===== config.mk =====
export PLATFORM = sky130hd
export DESIGN_NAME = glb_addr_gen
export DESIGN_NICKNAME = d
export VERILOG_FILES = /design/src/rtl/glb_addr_gen.sv
export SDC_FILE = /design/constraint.sdc
export NUM_CORES = 1
export LEC_CHECK = 0
export BUFFER_PORTS_ARGS = -buffer_cell sky130_fd_sc_hd__buf_4
export CAP_MARGIN = 15
export CORE_MARGIN = 2
export CORE_UTILIZATION = 39
export CTS_BUF_LIST = sky130_fd_sc_hd__clkbuf_16
export DETAILED_ROUTE_END_ITERATION = 8
export PLACE_DENSITY = 0.64
export SKIP_CTS_REPAIR_TIMING = 1
export SLEW_MARGIN = 20
export SYNTH_ARGS = -nofsm -noshare
export SYNTH_HDL_FRONTEND = slang
export SYNTH_SLANG_ARGS = --single-unit

===== constraint.sdc =====
create_clock -name i_clk -period 5.5 [get_ports i_clk]
set_input_delay 0.825 -clock i_clk [delete_from_list [all_inputs] [get_ports i_clk]]
set_output_delay 0.825 -clock i_clk [all_outputs]
set_load 0.05 [all_outputs]

===== src/rtl/glb_addr_gen.sv =====
// 2-D logical-address sequencer for one GLB tile transfer.
// Emits base + r*stride + c (row-major) with a valid/ready handshake toward the GLB port.
//
// state | meaning
// IDLE  | waiting for i_start; config inputs sampled on the start cycle
// RUN   | o_valid high; advance the address on each accepted handshake
// DONE  | one-cycle o_done pulse, o_busy still high, then back to IDLE
module glb_addr_gen #(
    parameter int BANK_NUM   = 27,
    parameter int BANK_DEPTH = 512,
    parameter int CNT_W      = 8,
    parameter int ADDR_W     = $clog2(BANK_NUM * BANK_DEPTH)
) (
    input  logic              i_clk,
    input  logic              i_rst,
    input  logic              i_start,
    input  logic [1:0]        i_data_type,
    input  logic [ADDR_W-1:0] i_base,
    input  logic [CNT_W-1:0]  i_rows,
    input  logic [CNT_W-1:0]  i_cols,
    input  logic [CNT_W-1:0]  i_stride,
    output logic [ADDR_W-1:0] o_addr,
    output logic [1:0]        o_data_type,
    output logic              o_valid,
    input  logic              i_ready,
    output logic              o_busy,
    output logic              o_done
);

    typedef enum logic [1:0] {
        S_IDLE = 2'd0,
        S_RUN  = 2'd1,
        S_DONE = 2'd2
    } state_t;

    state_t            r_state;
    logic [ADDR_W-1:0] r_addr;
    logic [ADDR_W-1:0] r_row_base;
    logic [CNT_W-1:0]  r_stride;
    logic [CNT_W-1:0]  r_cols_m1;
    logic [CNT_W-1:0]  r_col_left;
    logic [CNT_W-1:0]  r_row_left;
    logic [1:0]        r_data_type;
    logic              r_valid;
    logic              r_busy;
    logic              r_done;

    logic              w_hs;
    logic [ADDR_W-1:0] w_next_row_base;

    assign w_hs            = r_valid & i_ready;
    assign w_next_row_base = r_row_base + ADDR_W'(r_stride);

    // Row/column positions are down-counters: zero means the last column/row is current.
    always_ff @(posedge i_clk) begin
        if (i_rst) begin
            r_state     <= S_IDLE;
            r_addr      <= '0;
            r_row_base  <= '0;
            r_stride    <= '0;
            r_cols_m1   <= '0;
            r_col_left  <= '0;
            r_row_left  <= '0;
            r_data_type <= '0;
            r_valid     <= 1'b0;
            r_busy      <= 1'b0;
            r_done      <= 1'b0;
        end else begin
            r_done <= 1'b0;
            case (r_state)
                S_IDLE: begin
                    if (i_start) begin
                        r_data_type <= i_data_type;
                        r_stride    <= i_stride;
                        r_cols_m1   <= i_cols - CNT_W'(1);
                        r_busy      <= 1'b1;
                        if (i_rows == '0 || i_cols == '0) begin
                            r_done  <= 1'b1;
                            r_state <= S_DONE;
                        end else begin
                            r_addr     <= i_base;
                            r_row_base <= i_base;
                            r_col_left <= i_cols - CNT_W'(1);
                            r_row_left <= i_rows - CNT_W'(1);
                            r_valid    <= 1'b1;
                            r_state    <= S_RUN;
                        end
                    end
                end
                S_RUN: begin
                    if (w_hs) begin
                        if (r_col_left != '0) begin
                            r_col_left <= r_col_left - CNT_W'(1);
                            r_addr     <= r_addr + ADDR_W'(1);
                        end else if (r_row_left != '0) begin
                            r_col_left <= r_cols_m1;
                            r_row_left <= r_row_left - CNT_W'(1);
                            r_row_base <= w_next_row_base;
                            r_addr     <= w_next_row_base;
                        end else begin
                            r_valid <= 1'b0;
                            r_done  <= 1'b1;
                            r_state <= S_DONE;
                        end
                    end
                end
                S_DONE: begin
                    r_busy  <= 1'b0;
                    r_state <= S_IDLE;
                end
                default: begin
                    r_valid <= 1'b0;
                    r_busy  <= 1'b0;
                    r_state <= S_IDLE;
                end
            endcase
        end
    end

    assign o_addr      = r_addr;
    assign o_data_type = r_data_type;
    assign o_valid     = r_valid;
    assign o_busy      = r_busy;
    assign o_done      = r_done;

endmodule


# Yosys cells after proc, flatten, opt, wreduce, memory -nomap -nowiden
# Index checks and enable logic that the tools add are counted.
dict set report classes {
  n_eq_ne 9
  mux 41
  n_reduce_logical 13
  n_addsub 6
  bitwise_logic 3
}
# cell n
set ops {}
lappend ops {{2-to-1 mux 14 bit} 7}
lappend ops {{2-to-1 mux 8 bit} 10}
lappend ops {{case mux 14 bit (2 select lines)} 2}
lappend ops {{case mux 8 bit (2 select lines)} 2}
lappend ops {{subtractor 8 x 1 -> 8 bit (second input constant)} 4}
lappend ops {{logical NOT 8 bit} 2}
lappend ops {{nonzero test 8 bit} 2}
lappend ops {{adder 14 x 1 -> 14 bit (second input constant)} 1}
lappend ops {{adder 14 x 8 -> 14 bit} 1}
lappend ops {{inequality test 2 bit (second input constant)} 6}
lappend ops {{AND reduction 6 bit} 2}
lappend ops {{2-to-1 mux 1 bit} 11}
lappend ops {{2-to-1 mux 2 bit} 5}
lappend ops {{AND reduction 5 bit} 1}
lappend ops {{case mux 1 bit (2 select lines)} 2}
lappend ops {{case mux 2 bit (2 select lines)} 1}
lappend ops {{AND reduction 2 bit} 2}
lappend ops {{AND reduction 4 bit} 1}
lappend ops {{inequality test 3 bit (second input constant)} 1}
lappend ops {{case mux 1 bit (3 select lines)} 1}
lappend ops {{equality test 2 x 1 -> 1 bit (second input constant)} 1}
lappend ops {{equality test 2 bit (second input constant)} 1}
lappend ops {{logical NOT 2 bit} 1}
lappend ops {{inverter 1 bit} 2}
lappend ops {{other kinds (3)} 3}
dict set report totals {
  regBits 67
  wordCells 83
  output_inout_bits 19
  in_bits 44
}

# Logic depth before layout (Yosys ltp)
# Gate-level depths: netlist (run 1).
dict set report logic_depth {
  depth_word 5
  mapped_depth 10
  mapped_depth_nobuf 8
}

# Worst setup path after synthesis (run 1)
# OpenSTA, ideal clock, no wires.
dict set report synth_timing {
  path_type {input port to flip-flop}
  start {input port i_cols[0]}
  end {register r_row_left[4]}
  n_path_buf 1
  arrival_time_ns 2.368
  setup_ns 0.074
  required_time_ns 5.426
  cell_stages 9
  setup_slack_ns 3.058
  cell_sequence {inv_1 ha_1 nor3b_1 a22oi_1 o21a_1 nand2_1 buf_6 a2111o_1 a31oi_1}
}
dict set report synth_between {
  elab_chain_len 4
}
# item line
set synth_lines {}
lappend synth_lines {{start: declaration} 20} ;# input logic [CNT_W-1:0] i_cols,
lappend synth_lines {{logical NOT 8 bit} 77} ;# if (i_rows == '0 || i_cols == '0) begin
lappend synth_lines {{logical OR 1 bit} 77}
lappend synth_lines {{inequality test 2 bit (no line)} -}
lappend synth_lines {{AND reduction 6 bit (no line)} -}
lappend synth_lines {{end signal: assignment} 84} ;# r_row_left <= i_rows - CNT_W'(1);
lappend synth_lines {{end signal: assignment} 97} ;# r_row_left <= r_row_left - CNT_W'(1);
lappend synth_lines {{end: declaration} 42} ;# logic [CNT_W-1:0] r_row_left;
# Every way passes these cells.
# A chain may end at the register's enable or synchronous reset.

# Final worst setup path (run 1)
dict set report layout_timing {
  start {register r_state[0]}
  end {register r_addr[5] (netlist: o_addr[5])}
}
dict set report layout_between {
  elab_chain_len 3
}
# item line
set layout_lines {}
lappend layout_lines {{start: declaration} 36} ;# state_t r_state;
lappend layout_lines {{start signal: assignment} 57} ;# r_state <= S_IDLE;
lappend layout_lines {{start signal: assignment} 79} ;# r_state <= S_DONE;
lappend layout_lines {{start signal: assignment} 86} ;# r_state <= S_RUN;
lappend layout_lines {{equality test 2 x 1 -> 1 bit or logical NOT 2 bit (tied branches)} 70} ;# case (r_state)
lappend layout_lines {{inequality test 3 bit (no line), or another cell as far along} -}
lappend layout_lines {{AND reduction 5 bit (no line)} -}
lappend layout_lines {{end signal: assignment} 81} ;# r_addr <= i_base;
lappend layout_lines {{end signal: assignment} 94} ;# r_addr <= r_addr + ADDR_W'(1);
lappend layout_lines {{end signal: assignment} 99} ;# r_addr <= w_next_row_base;
lappend layout_lines {{end: declaration} 37} ;# logic [ADDR_W-1:0] r_addr;
# Parallel ways exist; a longest one is shown, timed or not.

==> impl_results.md, run 1 <==
* # rows at 38
* Period minus WS final at 3.17 ns
* Slew margin rel. at 31.7%
* CP delay by family, top: compound AO/OA/AOI/OAI gates
* Ant diodes at 0
* Final Wtd Congestion at 0.885
* Gate Count Post-Synth at 548
* Final wirelength at 11700 µm
* Worst Hold Depth at 2
* Area leader, netlist: dfxtp_1
* H-tree Lvls at 3
* Arr. time, crit path at 3.41 ns
* Max Cap Viol at 0
* Clock Pin Slew Worst Setup and Hold Paths at 0.06 ns
* Grt total ovfl at 0
* Synth cell types at 62
* Initial Util at 39.5%
* Worst setup margin at 2.33 ns
* Worst Hold Class: reg -> reg
* Place WS at 2.34 ns
* Share of the synthesized area in the top cell type at 31.6%
* Levels on crit path at 7
* Worst Skew at 0.00653 ns
* Crit path kind: reg -> reg
* Width of the die at 108 µm
* Status: completed
* Worst path required time at 5.74 ns
* Via density per instance at 5.73
* Initial DRC Count at 237
* Global-route wire length before repair at 18900 µm
* CP max-delay cell: o31a_1
* Die area at 11700 µm²
* Post-detail-place hpwl at 8000 µm
* Max Fanout on Critical Path at 34
* Fmax at 316 MHz
* Worst-Margin Slew at 1.02 ns
* Synthesized area per cell at 7.75 µm²
* CP Capture Type: flop
* Final hold violations at 0
* Synth Flop Type: dfxtp_1
* Max VDD drop at 0.000120 V
* Total GRT Usage at 20.5%
* Largest net degree at the start of global routing at 67
* DR DRC count at 0
* Die height at 108 µm
* Initial antenna violation count at 0
* Antenna viol nets, final at 0
* Setup TNS at 0 ns
* Seq/Total Area, Yosys at 31.6%
* CTS Root Cell: clkbuf_16
* Placed insts at 717
* Vias in the first global route at 3809
* Crit path largest cell delay at 0.84 ns
* I/O pin cnt at 63
* CTS Buf Count at 9
* Final Setup Violations at 0
* Worst Reg-to-Reg Cells at 7
* Worst-skew pair later-pin latency at 0.34 ns
* Avg WL per Cell at 15.9 µm
* # fillers at 1078
* Number of synthesized flops with an enable pin at 0
* Port Buf Inserts at 62
* CTS sink count at 67
* Cell Area, Synth at 4250 µm²
* Syn. warnings at 0
* Top post-synthesis cells by area: dfxtp_1 (32%), nand2_1 (6.7%), nor2_1 (4.9%)
* Fin util at 46.8%
* Layout cells sized above 1 at 15.2%
* Core ar. at 10700 µm²
* Fin nets at 646
* Startpoint Class: flop
* RSZ-0062 raised after global routing: no
* P per Cell Area at 331 nW/µm²
* Fraction of registers with async set/reset at 0%
* Max Slew Vio Count at 0
* Critical Path, Cell by Cell: nand2b_2, buf_4, o21ai_2, o21a_1, o31a_1, nor2_1, a311oi_1
* DR pass1 iterations at 5
* Buf/Inv on CP at 1
* Via Count at 4197
* Area Overhead vs Synth at 18.4%
* Flops & latches, synth at 67
* P_leak at 1.93 nW
* Syn Nets at 606
* Bufs on Longest Clock Path at 2
* CTS tree: done
* Fin crit share at 57.6%
* Finished Layout Cells at 733
-- state kept, by name, indices dropped and copies added, names as in the netlist --
register,cells
r_col_left,8
o_addr,14
r_cols_m1,8
r_state,2
r_row_base,14
o_valid,1
o_busy,1
o_data_type,2
r_stride,8
o_done,1
r_row_left,8
-- final cells by class --
type | instances | area [µm²] | area share (%)
well taps | 140 | 175 | 3.48
clock buffers | 9 | 225 | 4.48
inverters | 6 | 22.5 | 0.448
multi-input cells | 438 | 2720 | 54.0
flip-flops and latches | 67 | 1340 | 26.7
clock inverters | 7 | 53.8 | 1.07
repair buffers | 66 | 495 | 9.85
-- synthesized netlist by cell type (all sizes together) (2+ instances only) --
cell / instances
nand2: 76
dfxtp: 67
nor2: 55
a21oi: 38
nor3: 31
o21ai: 27
a211oi: 26
buf: 20
clkbuf: 17
xor2: 16
xnor2: 15
nand3: 14
a31oi: 13
ha: 13
o211ai: 12
nor4: 11
a311oi: 10
nand2b: 7
o31ai: 7
inv: 6
nand3b: 6
a21o: 5
and2: 4
and3: 4
mux2i: 4
nand4: 4
nor3b: 4
o21a: 4
a2111o: 3
and4: 3
or3b: 3
a221oi: 2
a41oi: 2
nor2b: 2
o32a: 2
-- cell usage in the layout, fill, tap and decap left out, types with 12 or more instances in the layout --
| master | instances |
|---|---|
| a211oi_1 | 26 |
| a21oi_1 | 38 |
| a31oi_1 | 13 |
| buf_4 | 66 |
| dfxtp_1 | 67 |
| ha_1 | 13 |
| nand2_1 | 76 |
| nand3_1 | 14 |
| nor2_1 | 55 |
| nor3_1 | 31 |
| o211ai_1 | 12 |
| o21ai_0 | 15 |
| xnor2_1 | 15 |
| xor2_1 | 16 |
-- worst min-delay path, delay by kind of cell (launching register included) --
family | cells | cell delay [ns]
AO/OA/AOI/OAI | 1 | 0.05
flip-flops | 1 | 0.31
AND/OR/NAND/NOR | 1 | 0.05
-- metrics by stage --
stage | cell area, µm² | hold slack (ns) | total power, W
after floorplan | 4250 | 0.436 | 0.000985
after global placement | 4750 | 0.444 | 0.00111
after detailed placement | 4750 | 0.457 | 0.00112
after CTS | 5030 | 0.466 | 0.00168
after global routing | 5030 | 0.485 | 0.00176
final | 5030 | 0.463 | 0.00167
-- kinds of logic after synthesis --
family	share of synthesized area, %
multiplexers	1.21
AO/OA/AOI/OAI	25.1
AND/OR/NAND/NOR	26.8
buffers and inverters	4.57
flip-flops	31.6
adder cells (fa/ha/maj)	4.30
XOR/XNOR	6.39
-- worst paths after layout --
check / from / to / slack (ns)
worst max-delay path: r_state[0]$_SDFFE_PP0P_ / o_addr[5]$_SDFFE_PP0P_ / 2.33
worst min-delay path: r_stride[6]$_SDFFE_PP0P_ / r_stride[6]$_SDFFE_PP0P_ / 0.46
worst max register to register: r_state[0]$_SDFFE_PP0P_ / o_addr[5]$_SDFFE_PP0P_ / 2.33
worst min register to register: r_stride[6]$_SDFFE_PP0P_ / r_stride[6]$_SDFFE_PP0P_ / 0.46
-- per-layer routing --
| metal | up-vias | part of all wire, % | global-route usage [%] |
|---|---|---|---|
| li1 | 2097 | - | - |
| met1 | 1952 | 47 | 27.5 |
| met2 | 132 | 46 | 32.8 |
| met3 | 16 | 5.3 | 2.77 |
| met4 | 0 | 2.0 | 8.70 |
| met5 | - | 0 | 0 |
-- power by group --
part / switching, W / internal [W]
combinational: 0.000318 / 0.000189
clock: 0.000213 / 0.000342
sequential: 0.0000640 / 0.000541
total: 0.000595 / 0.00107
Note: power is estimated with default switching activity, not from simulation.
==> run 2: changes to the inputs <==
==> constraint.sdc (replaced) <==
create_clock -name i_clk -period 3.15 [get_ports i_clk]
set_input_delay 0.4725 -clock i_clk [delete_from_list [all_inputs] [get_ports i_clk]]
set_output_delay 0.4725 -clock i_clk [all_outputs]
set_load 0.05 [all_outputs]
==> run 2 against run 1 <==
Flip-flop and latch count is the same. Via count grew 1.2%. First-iteration DRC count grew 14%. Clock skew shrank 0.0030 ns. Critical endpoint is now r_row_base[11]$_SDFFE_PP0P_. Largest cell class unchanged.
==> impl_results.md, run 2 (synthesis results as in run 1) <==
* Total GRT Usage at 20.8% (was 20.5%)
* Initial DRC Count at 270 (was 237)
* Antenna viol nets, final at 0 (unchanged)
* Avg WL per Cell at 16.0 µm (was 15.9 µm)
* Via density per instance at 5.75 (was 5.73)
* Max Slew Vio Count at 0 (unchanged)
* CTS tree: done (unchanged)
* Bufs on Longest Clock Path at 2 (unchanged)
* Area Overhead vs Synth at 19.4% (was 18.4%)
* Max Cap Viol at 0 (unchanged)
* Grt total ovfl at 0 (unchanged)
* Sw frac at 35.3% (was 35.7%)
* CTS sink count at 67 (unchanged)
* Final Setup Violations at 0 (unchanged)
* Period minus WS final at 2.81 ns (was 3.17 ns)
* WHS at 0.359 ns (was 0.463 ns)
* Largest net degree at the start of global routing at 67 (unchanged)
* DR DRC count at 0 (unchanged)
* Commonest non-fill, non-tap cell in the layout: nand2_1 (unchanged)
* Via Count at 4246 (was 4197)
* NetSw at 0.00103 W (was 0.000595 W)
* Fin util at 47.2% (was 46.8%)
* Width of the die at 108 µm (unchanged)
* Commonest cells after routing, fill and taps aside: nand2_1 (76), buf_4 (72), dfxtp_1 (67) (was nand2_1 (76), dfxtp_1 (67), buf_4 (66))
* Final Wtd Congestion at 0.881 (was 0.885)
* RSZ-0062 raised after global routing: no (unchanged)
* Max VDD drop at 0.000271 V (was 0.000120 V)
* Worst Skew at 0.00355 ns (was 0.00653 ns)
* Crit path kind: reg -> reg (unchanged)
* Initial Util at 39.5% (unchanged)
* Global-route wire length before repair at 19300 µm (was 18900 µm)
* Worst-skew pair later-pin latency at 0.33 ns (was 0.34 ns)
* Fin crit share at 89.3% (was 57.6%)
* Comb pwr share at 31.2% (was 30.4%)
* Reg2Reg Setup Slack at 0.34 ns (was 2.33 ns)
* # rows at 38 (unchanged)
* Clock Pin Slew Worst Setup and Hold Paths at 0.05 ns (was 0.06 ns)
* Vias in the first global route at 4054 (was 3809)
* Final hold violations at 0 (unchanged)
* Max Fanout on Critical Path at 12 (was 34)
* Slew margin rel. at 34.9% (was 31.7%)
* Die area at 11700 µm² (unchanged)
* Post-Place Cell Area at 4800 µm² (was 4750 µm²)
* Initial antenna violation count at 0 (unchanged)
* DR pass1 iterations at 5 (unchanged)
* Fmax at 355 MHz (was 316 MHz)
* Worst path required time at 3.33 ns (was 5.74 ns)
* Layout cells sized above 1 at 16.2% (was 15.2%)
* H-tree Lvls at 3 (unchanged)
* Port Buf Inserts at 62 (unchanged)
* Core ar. at 10700 µm² (unchanged)
* Die height at 108 µm (unchanged)
* Status: completed (unchanged)
* P per Cell Area at 576 nW/µm² (was 331 nW/µm²)
* Worst-Margin Slew at 0.977 ns (was 1.02 ns)
* Post-detail-place hpwl at 8320 µm (was 8000 µm)
* Startpoint Class: flop (unchanged)
* CP Capture Type: flop (unchanged)
* P_leak at 1.96 nW (was 1.93 nW)
* I/O pin cnt at 63 (unchanged)
* Int Power at 0.00189 W (was 0.00107 W)
* CTS Buf Count at 9 (unchanged)
* Final wirelength at 11800 µm (was 11700 µm)
* Ant diodes at 0 (unchanged)
* Clock power share at 32.6% (was 33.3%)
* Arr. time, crit path at 3.00 ns (was 3.41 ns)
* Post-route design area at 5070 µm² (was 5030 µm²)
* CTS Root Cell: clkbuf_16 (unchanged)
* Worst Hold Class: in -> reg (was reg -> reg)
* Setup TNS at 0 ns (unchanged)
* Fin nets at 652 (was 646)
* Sequential power share at 36.2% (was 36.3%)
==> run 2: changes by cell type in the layout (fill, tap and decap cells not counted), sizes merged <==
cell / change
buf: +6
inv: -1
==> run 2: area by class of cell <==
class | count | area (µm²)
inverters | 6 | 22.5
fillers | 1110 | 5670
flip-flops and latches | 67 | 1340
clock buffers | 9 | 225
well taps | 140 | 175
clock inverters | 6 | 51.3
repair buffers | 72 | 541
multi-input cells | 438 | 2720
==> run 2: worst paths after layout <==
check,start,to,depth (start not counted)
worst max-delay path,r_col_left[0]$_SDFFE_PP0P_,r_row_base[11]$_SDFFE_PP0P_,8
worst min-delay path,i_cols[0],r_cols_m1[0]$_SDFFE_PP0P_,2
worst max register to register,r_col_left[0]$_SDFFE_PP0P_,r_row_base[11]$_SDFFE_PP0P_,8
worst min register to register,r_stride[2]$_SDFFE_PP0P_,r_stride[2]$_SDFFE_PP0P_,2
==> run 2: power by group through the flow <==
stage,Combinational (W),Sequential [W],Clock (W)
6_report,0.000911,0.00106,0.000953
5_1_grt,0.00100,0.00107,0.00102
4_1_cts,0.000909,0.00105,0.000973
3_5_place_dp,0.000904,0.00107,0
3_3_place_gp,0.000888,0.00107,0
2_1_floorplan,0.000583,0.00114,0
==> run 2: through the flow <==
step	worst slack (ns)	total power, W	std cells
2_1_floorplan	0.798	0.00172	548
3_3_place_gp	0.421	0.00196	723
3_5_place_dp	0.330	0.00198	723
4_1_cts	0.368	0.00294	738
5_1_grt	0.205	0.00309	738
6_report	0.337	0.00292	738
==> run 2: critical path, cell delays in order, from the launching register on <==
cell and delay (ns):
dfxtp_1 0.33, inv_1 0.08, ha_1 0.27, or3b_4 0.47, nand2b_4 0.21, o31ai_2 0.72, buf_4 0.34, o32a_1 0.16
a31oi_1 0.08
==> run 2: metal layers <==
metal | routed length, µm | GRT usage [%] | part of all wire, % | up-vias
met1 | 5300 | 25.7 | 45 | 1994
met3 | 666 | 5.12 | 5.6 | 15
met2 | 5650 | 35.5 | 48 | 123
met5 | 0 | 0 | 0 | -
met4 | 197 | 6.96 | 1.7 | 0
li1 | - | - | - | 2114
